[src/rtl/dac_ctrl_pkg.sv]
`default_nettype none
// ============================================================================
// Module   : dac_ctrl_pkg
// Purpose  : Shared types and constants for the DAC sample scheduler.
// Revision : 1.0 - initial release
// ============================================================================
package dac_ctrl_pkg;

    localparam int          CNT_W    = 16;
    localparam logic [15:0] MIDSCALE = 16'h8000;

    typedef logic [15:0] sample_t;

    typedef enum logic [1:0] {
        IDLE       = 2'd0,
        LOAD       = 2'd1,
        WAIT_START = 2'd2,
        WAIT_DONE  = 2'd3
    } sched_state_t;

    // Increment that sticks at all-ones instead of wrapping.
    function automatic logic [CNT_W-1:0] sat_inc(input logic [CNT_W-1:0] v);
        return (v == '1) ? v : v + 1'b1;
    endfunction

endpackage
`default_nettype wire

[src/rtl/sample_fifo.sv]
`default_nettype none
// ============================================================================
// Module   : sample_fifo
// Purpose  : Synchronous show-ahead FIFO of audio samples. rd_data always
//            presents the head entry; rd_en consumes it.
// Revision : 1.0 - initial release
// ============================================================================
module sample_fifo
    import dac_ctrl_pkg::*;
#(
    parameter int DEPTH = 8
) (
    input  logic                   clk,
    input  logic                   rst_n,
    input  logic                   wr_en,
    input  sample_t                wr_data,
    input  logic                   rd_en,
    output sample_t                rd_data,
    output logic                   full,
    output logic                   empty,
    output logic [$clog2(DEPTH):0] level
);

    localparam int PTR_W = $clog2(DEPTH);
    localparam int LVL_W = $clog2(DEPTH) + 1;

    sample_t            r_mem [DEPTH];
    logic [PTR_W-1:0]   r_wr_ptr;
    logic [PTR_W-1:0]   r_rd_ptr;
    logic [LVL_W-1:0]   r_level;

    logic               w_do_wr;
    logic               w_do_rd;

    // Guard both ports so a careless caller cannot corrupt the occupancy.
    assign w_do_wr = wr_en && !full;
    assign w_do_rd = rd_en && !empty;

    assign full    = (r_level == LVL_W'(DEPTH));
    assign empty   = (r_level == '0);
    assign level   = r_level;
    assign rd_data = r_mem[r_rd_ptr];

    // Storage array; contents are don't-care until written, so no reset.
    always_ff @(posedge clk) begin
        if (w_do_wr) begin
            r_mem[r_wr_ptr] <= wr_data;
        end
    end

    // Pointers wrap naturally because DEPTH is a power of two.
    always_ff @(posedge clk or negedge rst_n) begin
        if (!rst_n) begin
            r_wr_ptr <= '0;
            r_rd_ptr <= '0;
        end else begin
            if (w_do_wr) r_wr_ptr <= r_wr_ptr + 1'b1;
            if (w_do_rd) r_rd_ptr <= r_rd_ptr + 1'b1;
        end
    end

    // Occupancy: simultaneous push and pop leave the level unchanged.
    always_ff @(posedge clk or negedge rst_n) begin
        if (!rst_n) begin
            r_level <= '0;
        end else begin
            case ({w_do_wr, w_do_rd})
                2'b10:   r_level <= r_level + 1'b1;
                2'b01:   r_level <= r_level - 1'b1;
                default: r_level <= r_level;
            endcase
        end
    end

endmodule
`default_nettype wire

[src/rtl/dac_sample_scheduler.sv]
`default_nettype none
// ============================================================================
// Module   : dac_sample_scheduler
// Purpose  : Paces the SPI DAC driver at a fixed sample rate. Buffers
//            upstream samples, issues one start pulse per sample tick and
//            follows the driver chip-select until the transfer completes.
// Revision : 1.0 - initial release
// ============================================================================
module dac_sample_scheduler
    import dac_ctrl_pkg::*;
#(
    parameter int DIV           = 521,
    parameter int DEPTH         = 8,
    parameter int MAX_XFER      = 1024,
    parameter int UNDERRUN_HOLD = 1
) (
    input  logic                   clk_25mhz,
    input  logic                   reset_n,
    input  logic                   enable,
    input  logic                   clear_status,
    input  logic [15:0]            s_data,
    input  logic                   s_valid,
    output logic                   s_ready,
    output logic [15:0]            dac_data_out,
    output logic                   dac_data_ready,
    input  logic                   dac_active_in,
    output logic [$clog2(DEPTH):0] fifo_level,
    output logic [15:0]            underrun_count,
    output logic [15:0]            missed_ticks,
    output logic                   timeout_err
);

    localparam int TICK_W = $clog2(DIV);
    localparam int XFER_W = $clog2(MAX_XFER + 1);

    logic [TICK_W-1:0]  r_tick_cnt;
    sched_state_t       r_state;
    sample_t            r_data;
    sample_t            r_last;
    logic [XFER_W-1:0]  r_xfer_cnt;
    logic [CNT_W-1:0]   r_underrun_cnt;
    logic [CNT_W-1:0]   r_missed_cnt;
    logic               r_timeout;
    logic               r_live;

    logic               w_tick;
    logic               w_full;
    logic               w_empty;
    sample_t            w_rd_data;
    logic               w_pop;
    logic               w_underrun;
    logic               w_missed;
    logic               w_xfer_limit;
    logic               w_timeout;

    // ------------------------------------------------------------------
    // Sample FIFO
    // ------------------------------------------------------------------
    sample_fifo #(
        .DEPTH (DEPTH)
    ) u_fifo (
        .clk     (clk_25mhz),
        .rst_n   (reset_n),
        .wr_en   (s_valid && s_ready),
        .wr_data (s_data),
        .rd_en   (w_pop),
        .rd_data (w_rd_data),
        .full    (w_full),
        .empty   (w_empty),
        .level   (fifo_level)
    );

    // s_ready stays low while in reset and rises on the first clock after.
    always_ff @(posedge clk_25mhz or negedge reset_n) begin
        if (!reset_n) r_live <= 1'b0;
        else          r_live <= 1'b1;
    end

    assign s_ready = r_live && !w_full;

    // ------------------------------------------------------------------
    // Sample-rate tick: count 0..DIV-1 while enabled, parked at 0 otherwise
    // ------------------------------------------------------------------
    always_ff @(posedge clk_25mhz or negedge reset_n) begin
        if (!reset_n) begin
            r_tick_cnt <= '0;
        end else if (!enable || (r_tick_cnt == TICK_W'(DIV - 1))) begin
            r_tick_cnt <= '0;
        end else begin
            r_tick_cnt <= r_tick_cnt + 1'b1;
        end
    end

    assign w_tick = enable && (r_tick_cnt == TICK_W'(DIV - 1));

    // ------------------------------------------------------------------
    // Event decode
    // ------------------------------------------------------------------
    assign w_pop      = (r_state == IDLE) && w_tick && !w_empty;
    assign w_underrun = (r_state == IDLE) && w_tick &&  w_empty;
    assign w_missed   = (r_state != IDLE) && w_tick;

    // r_xfer_cnt holds cycles elapsed since LOAD; the limit fires in the
    // cycle whose successor would be the MAX_XFER-th.
    assign w_xfer_limit = (r_xfer_cnt == XFER_W'(MAX_XFER - 1));

    // A completing handshake in the limit cycle wins over the timeout.
    assign w_timeout = w_xfer_limit &&
                       (((r_state == WAIT_START) &&  dac_active_in) ||
                        ((r_state == WAIT_DONE)  && !dac_active_in));

    assign dac_data_ready = (r_state == LOAD);
    assign dac_data_out   = r_data;

    // Transfer sequencer; output data only changes on an IDLE tick, which
    // keeps it stable from LOAD until the next accepted tick.
    always_ff @(posedge clk_25mhz or negedge reset_n) begin
        if (!reset_n) begin
            r_state    <= IDLE;
            r_data     <= '0;
            r_last     <= '0;
            r_xfer_cnt <= '0;
        end else begin
            case (r_state)
                IDLE: begin
                    if (w_tick) begin
                        r_state <= LOAD;
                        if (!w_empty) begin
                            r_data <= w_rd_data;
                            r_last <= w_rd_data;
                        end else begin
                            r_data <= (UNDERRUN_HOLD != 0) ? r_last : MIDSCALE;
                        end
                    end
                end
                LOAD: begin
                    r_state    <= WAIT_START;
                    r_xfer_cnt <= XFER_W'(1);
                end
                WAIT_START: begin
                    r_xfer_cnt <= r_xfer_cnt + XFER_W'(1);
                    if (!dac_active_in)    r_state <= WAIT_DONE;
                    else if (w_xfer_limit) r_state <= IDLE;
                end
                WAIT_DONE: begin
                    r_xfer_cnt <= r_xfer_cnt + XFER_W'(1);
                    if (dac_active_in)     r_state <= IDLE;
                    else if (w_xfer_limit) r_state <= IDLE;
                end
                default: r_state <= IDLE;
            endcase
        end
    end

    // Status counters and sticky flag; clear_status overrides any increment.
    always_ff @(posedge clk_25mhz or negedge reset_n) begin
        if (!reset_n) begin
            r_underrun_cnt <= '0;
            r_missed_cnt   <= '0;
            r_timeout      <= 1'b0;
        end else if (clear_status) begin
            r_underrun_cnt <= '0;
            r_missed_cnt   <= '0;
            r_timeout      <= 1'b0;
        end else begin
            if (w_underrun) r_underrun_cnt <= sat_inc(r_underrun_cnt);
            if (w_missed)   r_missed_cnt   <= sat_inc(r_missed_cnt);
            if (w_timeout)  r_timeout      <= 1'b1;
        end
    end

    assign underrun_count = r_underrun_cnt;
    assign missed_ticks   = r_missed_cnt;
    assign timeout_err    = r_timeout;

endmodule
`default_nettype wire

[config.mk]
export PLATFORM = sky130hd
export DESIGN_NAME = dac_sample_scheduler
export DESIGN_NICKNAME = d
export VERILOG_FILES = /design/src/rtl/dac_ctrl_pkg.sv /design/src/rtl/sample_fifo.sv /design/src/rtl/dac_sample_scheduler.sv
export SDC_FILE = /design/constraint.sdc
export NUM_CORES = 1
export LEC_CHECK = 0
export BUFFER_PORTS_ARGS = -buffer_cell sky130_fd_sc_hd__buf_2
export CORE_MARGIN = 5
export CORE_UTILIZATION = 50
export CTS_CLUSTER_SIZE = 24
export DETAILED_ROUTE_END_ITERATION = 6
export GPL_TIMING_DRIVEN = 0
export PLACE_DENSITY = 0.78
export SLEW_MARGIN = 25
export SYNTH_ARGS = -nofsm -noshare
export SYNTH_HDL_FRONTEND = slang
export SYNTH_HIERARCHICAL = 1
export SYNTH_SLANG_ARGS = --single-unit
export TNS_END_PERCENT = 5
[constraint.sdc]
create_clock -name clk_25mhz -period 4.7 [get_ports clk_25mhz]
set_clock_uncertainty 0.15 [all_clocks]
set_input_delay 0.94 -clock clk_25mhz [delete_from_list [all_inputs] [get_ports clk_25mhz]]
set_output_delay 0.94 -clock clk_25mhz [all_outputs]
set_load 0.01 [all_outputs]
==> flow_metrics.env <==
export IMPL_whs_ns=0.179
export IMPL_postSynthAreaPerCell_um2=15.8
export IMPL_ys_seq_area_share_pct=63.9
export IMPL_ys_seq_elements=211
export IMPL_die_x_um=146
export IMPL_powerDensity_nw_per_um2=413
export IMPL_die_h_um=146
export IMPL_finalWirelength_mm=18.5
export IMPL_fin_cells=941
export IMPL_cts_made_buffers=23
export IMPL_clock_latency_ns=0.50
export IMPL_cts_tree="built"
export IMPL_setup_viol=0
export IMPL_min_period_ns=3.86
export IMPL_yosysUniqueCellTypes=60
export IMPL_fin_nets=729
export IMPL_synth_cells=585
export IMPL_pin_count=77
export IMPL_syn_num_nets=618
export IMPL_ir_drop_mv=0.319
export IMPL_worstPathRequired_ns=4.90
export IMPL_grt_max_degree=60
export IMPL_max_freq_mhz=259
export IMPL_drt_wirelength_per_cell_um=19.7
export IMPL_start_util_pct=51.2
export IMPL_rows=49
export IMPL_status="finished clean"
export IMPL_grt_pass1_vias=5693
export IMPL_root_buffer="clkbuf_16"
export IMPL_antenna_found_initial=0
export IMPL_layout_common_cells="edfxtp_1, dfrtp_1, buf_2"
export IMPL_drv_slew=0
export IMPL_synth_edff_count=128
export IMPL_final_util_pct=60.0
export IMPL_rsz0062_at_grt="no"
export IMPL_h_tree_depth=1
export IMPL_ant_nets=0
export IMPL_final_common_cell="edfxtp_1"
export IMPL_cts_resized=0
export IMPL_firstDrtPassIters=4
export IMPL_async_flop_share_pct=39.3
export IMPL_drv_cap=0
export IMPL_io_buffers=75
export IMPL_clock_sinks=211
export IMPL_gp_congestion=0.814
export IMPL_p_leak_nw=4.20
export IMPL_cp_end_kind="flip-flop"
export IMPL_yosys_warnings=6
export IMPL_placed_cells=900
export IMPL_cts_hold_buf=0
export IMPL_p_total_mw=4.48
export IMPL_vias=5337
export IMPL_synthesis_area_um2=9270
export IMPL_grt_overflow_total=0
export IMPL_startpoint_type="flip-flop"
export IMPL_fin_crit_sh_pct=82.1
export IMPL_synthFlopType="edfxtp_1"
export IMPL_nFillCells=1361
export IMPL_diodes=0
export IMPL_drc=0
export IMPL_grt_pass1_wl_mm=30.2
export IMPL_via_per_inst=5.67
export IMPL_die_area_um2=21400
export IMPL_fin_tns_setup_ns=0
export IMPL_min_path_type="input port to async pin"
export IMPL_critPathKind="flip-flop to flip-flop"
export IMPL_drive_gt1_share_pct=29.2
export IMPL_crit_path_max_fanout=10
export IMPL_grt_util_all_layers_pct=17.5
export IMPL_dp_hpwl_mm=12.8
export IMPL_core_area_um2=18100
export IMPL_post_cts_buffers=0
export IMPL_clkTransAtPathRegs_ns=0.06
export IMPL_cp_arrival_ns=4.06
export IMPL_hold_viol=0
export IMPL_worst_pin_slew_ns=0.845
export IMPL_area_growth_pct=17.1
export IMPL_drtIter0Drc=278
export IMPL_cts_path_max_buffers=3
export IMPL_slew_headroom_pct=43.2
worst paths after layout:
kind                               startpoint           endpoint  slack [ns]  cells after the start
worst min-delay path                  reset_n  underrun_count[2]        0.18                      1
worst max register to register  r_tick_cnt[0]    u_fifo/level[3]        0.84                     13
worst min register to register      r_last[1]          r_last[1]        0.35                      1
max in group asynchronous             reset_n          r_last[2]        3.63                      2
worst max-delay path            r_tick_cnt[0]    u_fifo/level[3]        0.84                     13
min in group clk_25mhz              r_last[1]          r_last[1]        0.35                      1
stage by stage:
stage / instance area (um^2) / setup WS [ns]
final: 10900 / 0.842
after global routing: 10900 / 0.605
after CTS: 10900 / 0.872
after detailed placement: 10100 / 0.700
after global placement: 9930 / 0.688
after floorplan: 9270 / 1.36
routing by layer:
metal / wire length [um] / global-route usage, % / share of wire [%]
met1: 7650 / 21.9 / 41
met2: 9520 / 31.1 / 51
met3: 1030 / 3.97 / 5.5
met4: 338 / 4.23 / 1.8
met5: 0 / 0 / 0
worst max-delay path, cell delays in order, from the launching register on:
cell	delay, ns
dfrtp_1	0.42
inv_1	0.07
ha_1	0.13
and4b_1	0.25
nand4_2	0.20
buf_6	0.21
nor4_1	0.24
o41ai_1	0.23
inv_1	0.17
ha_1	0.32
ha_1	0.34
or4b_2	0.64
o311ai_0	0.16
o211ai_1	0.17
power by group:
group          internal [mW]  switching (mW)
clock                   1.08           0.694
sequential              2.12           0.112
combinational          0.188           0.284
total                   3.40            1.09
cell type report:
| type | count | area, um^2 | share of cell area [%] |
|---|---|---|---|
| repair buffers | 86 | 522 | 4.81 |
| well taps | 229 | 287 | 2.64 |
| clock inverters | 13 | 151 | 1.39 |
| plain buffers | 25 | 168 | 1.54 |
| inverters | 10 | 37.5 | 0.346 |
| flip-flops and latches | 211 | 5920 | 54.5 |
| multi-input cells | 339 | 3170 | 29.2 |
| clock buffers | 28 | 604 | 5.57 |
flip-flops by register name, indices dropped and copies added, names as in the netlist:
signal           count
missed_ticks        16
r_last              16
r_live               1
r_state              2
r_tick_cnt          10
r_xfer_cnt          11
timeout_err          1
u_fifo/level         4
u_fifo/r_mem       128
u_fifo/r_rd_ptr      3
u_fifo/r_wr_ptr      3
underrun_count      16
synth_stat cells, types with 6 or more instances:
cell      number  area share (%)
edfxtp_1     128              41
nor4_1         7            0.47
nor2_1        51             2.1
mux4_2         7             1.7
mux2_2        34             4.1
and3_1        10            0.68
buf_6          8            0.97
and4_1         6            0.57
clkbuf_1      11            0.45
xnor2_1       35             3.3
dfrtp_1       83              22
inv_1         10            0.41
o211ai_1       7            0.57
ha_1          10             1.4
a21oi_1        8            0.43
nand4_1       12            0.81
nor4_2         9             1.2
nand3_1       19             1.0
nand2_1       22            0.89
nor3_1         6            0.32
mux4_1        25             7.1
xor2_1         8            0.76
kinds of logic after synthesis:
family | synth area share, %
AOI/OAI and AO/OA | 3.54
xor gates and xnor gates | 4.06
adders and majority gates | 1.67
buffers and inverters | 2.21
DFF | 63.9
muxes | 13.8
other | 0.0405
and+or+nand+nor | 10.8
(Power assumes the default switching activity.)
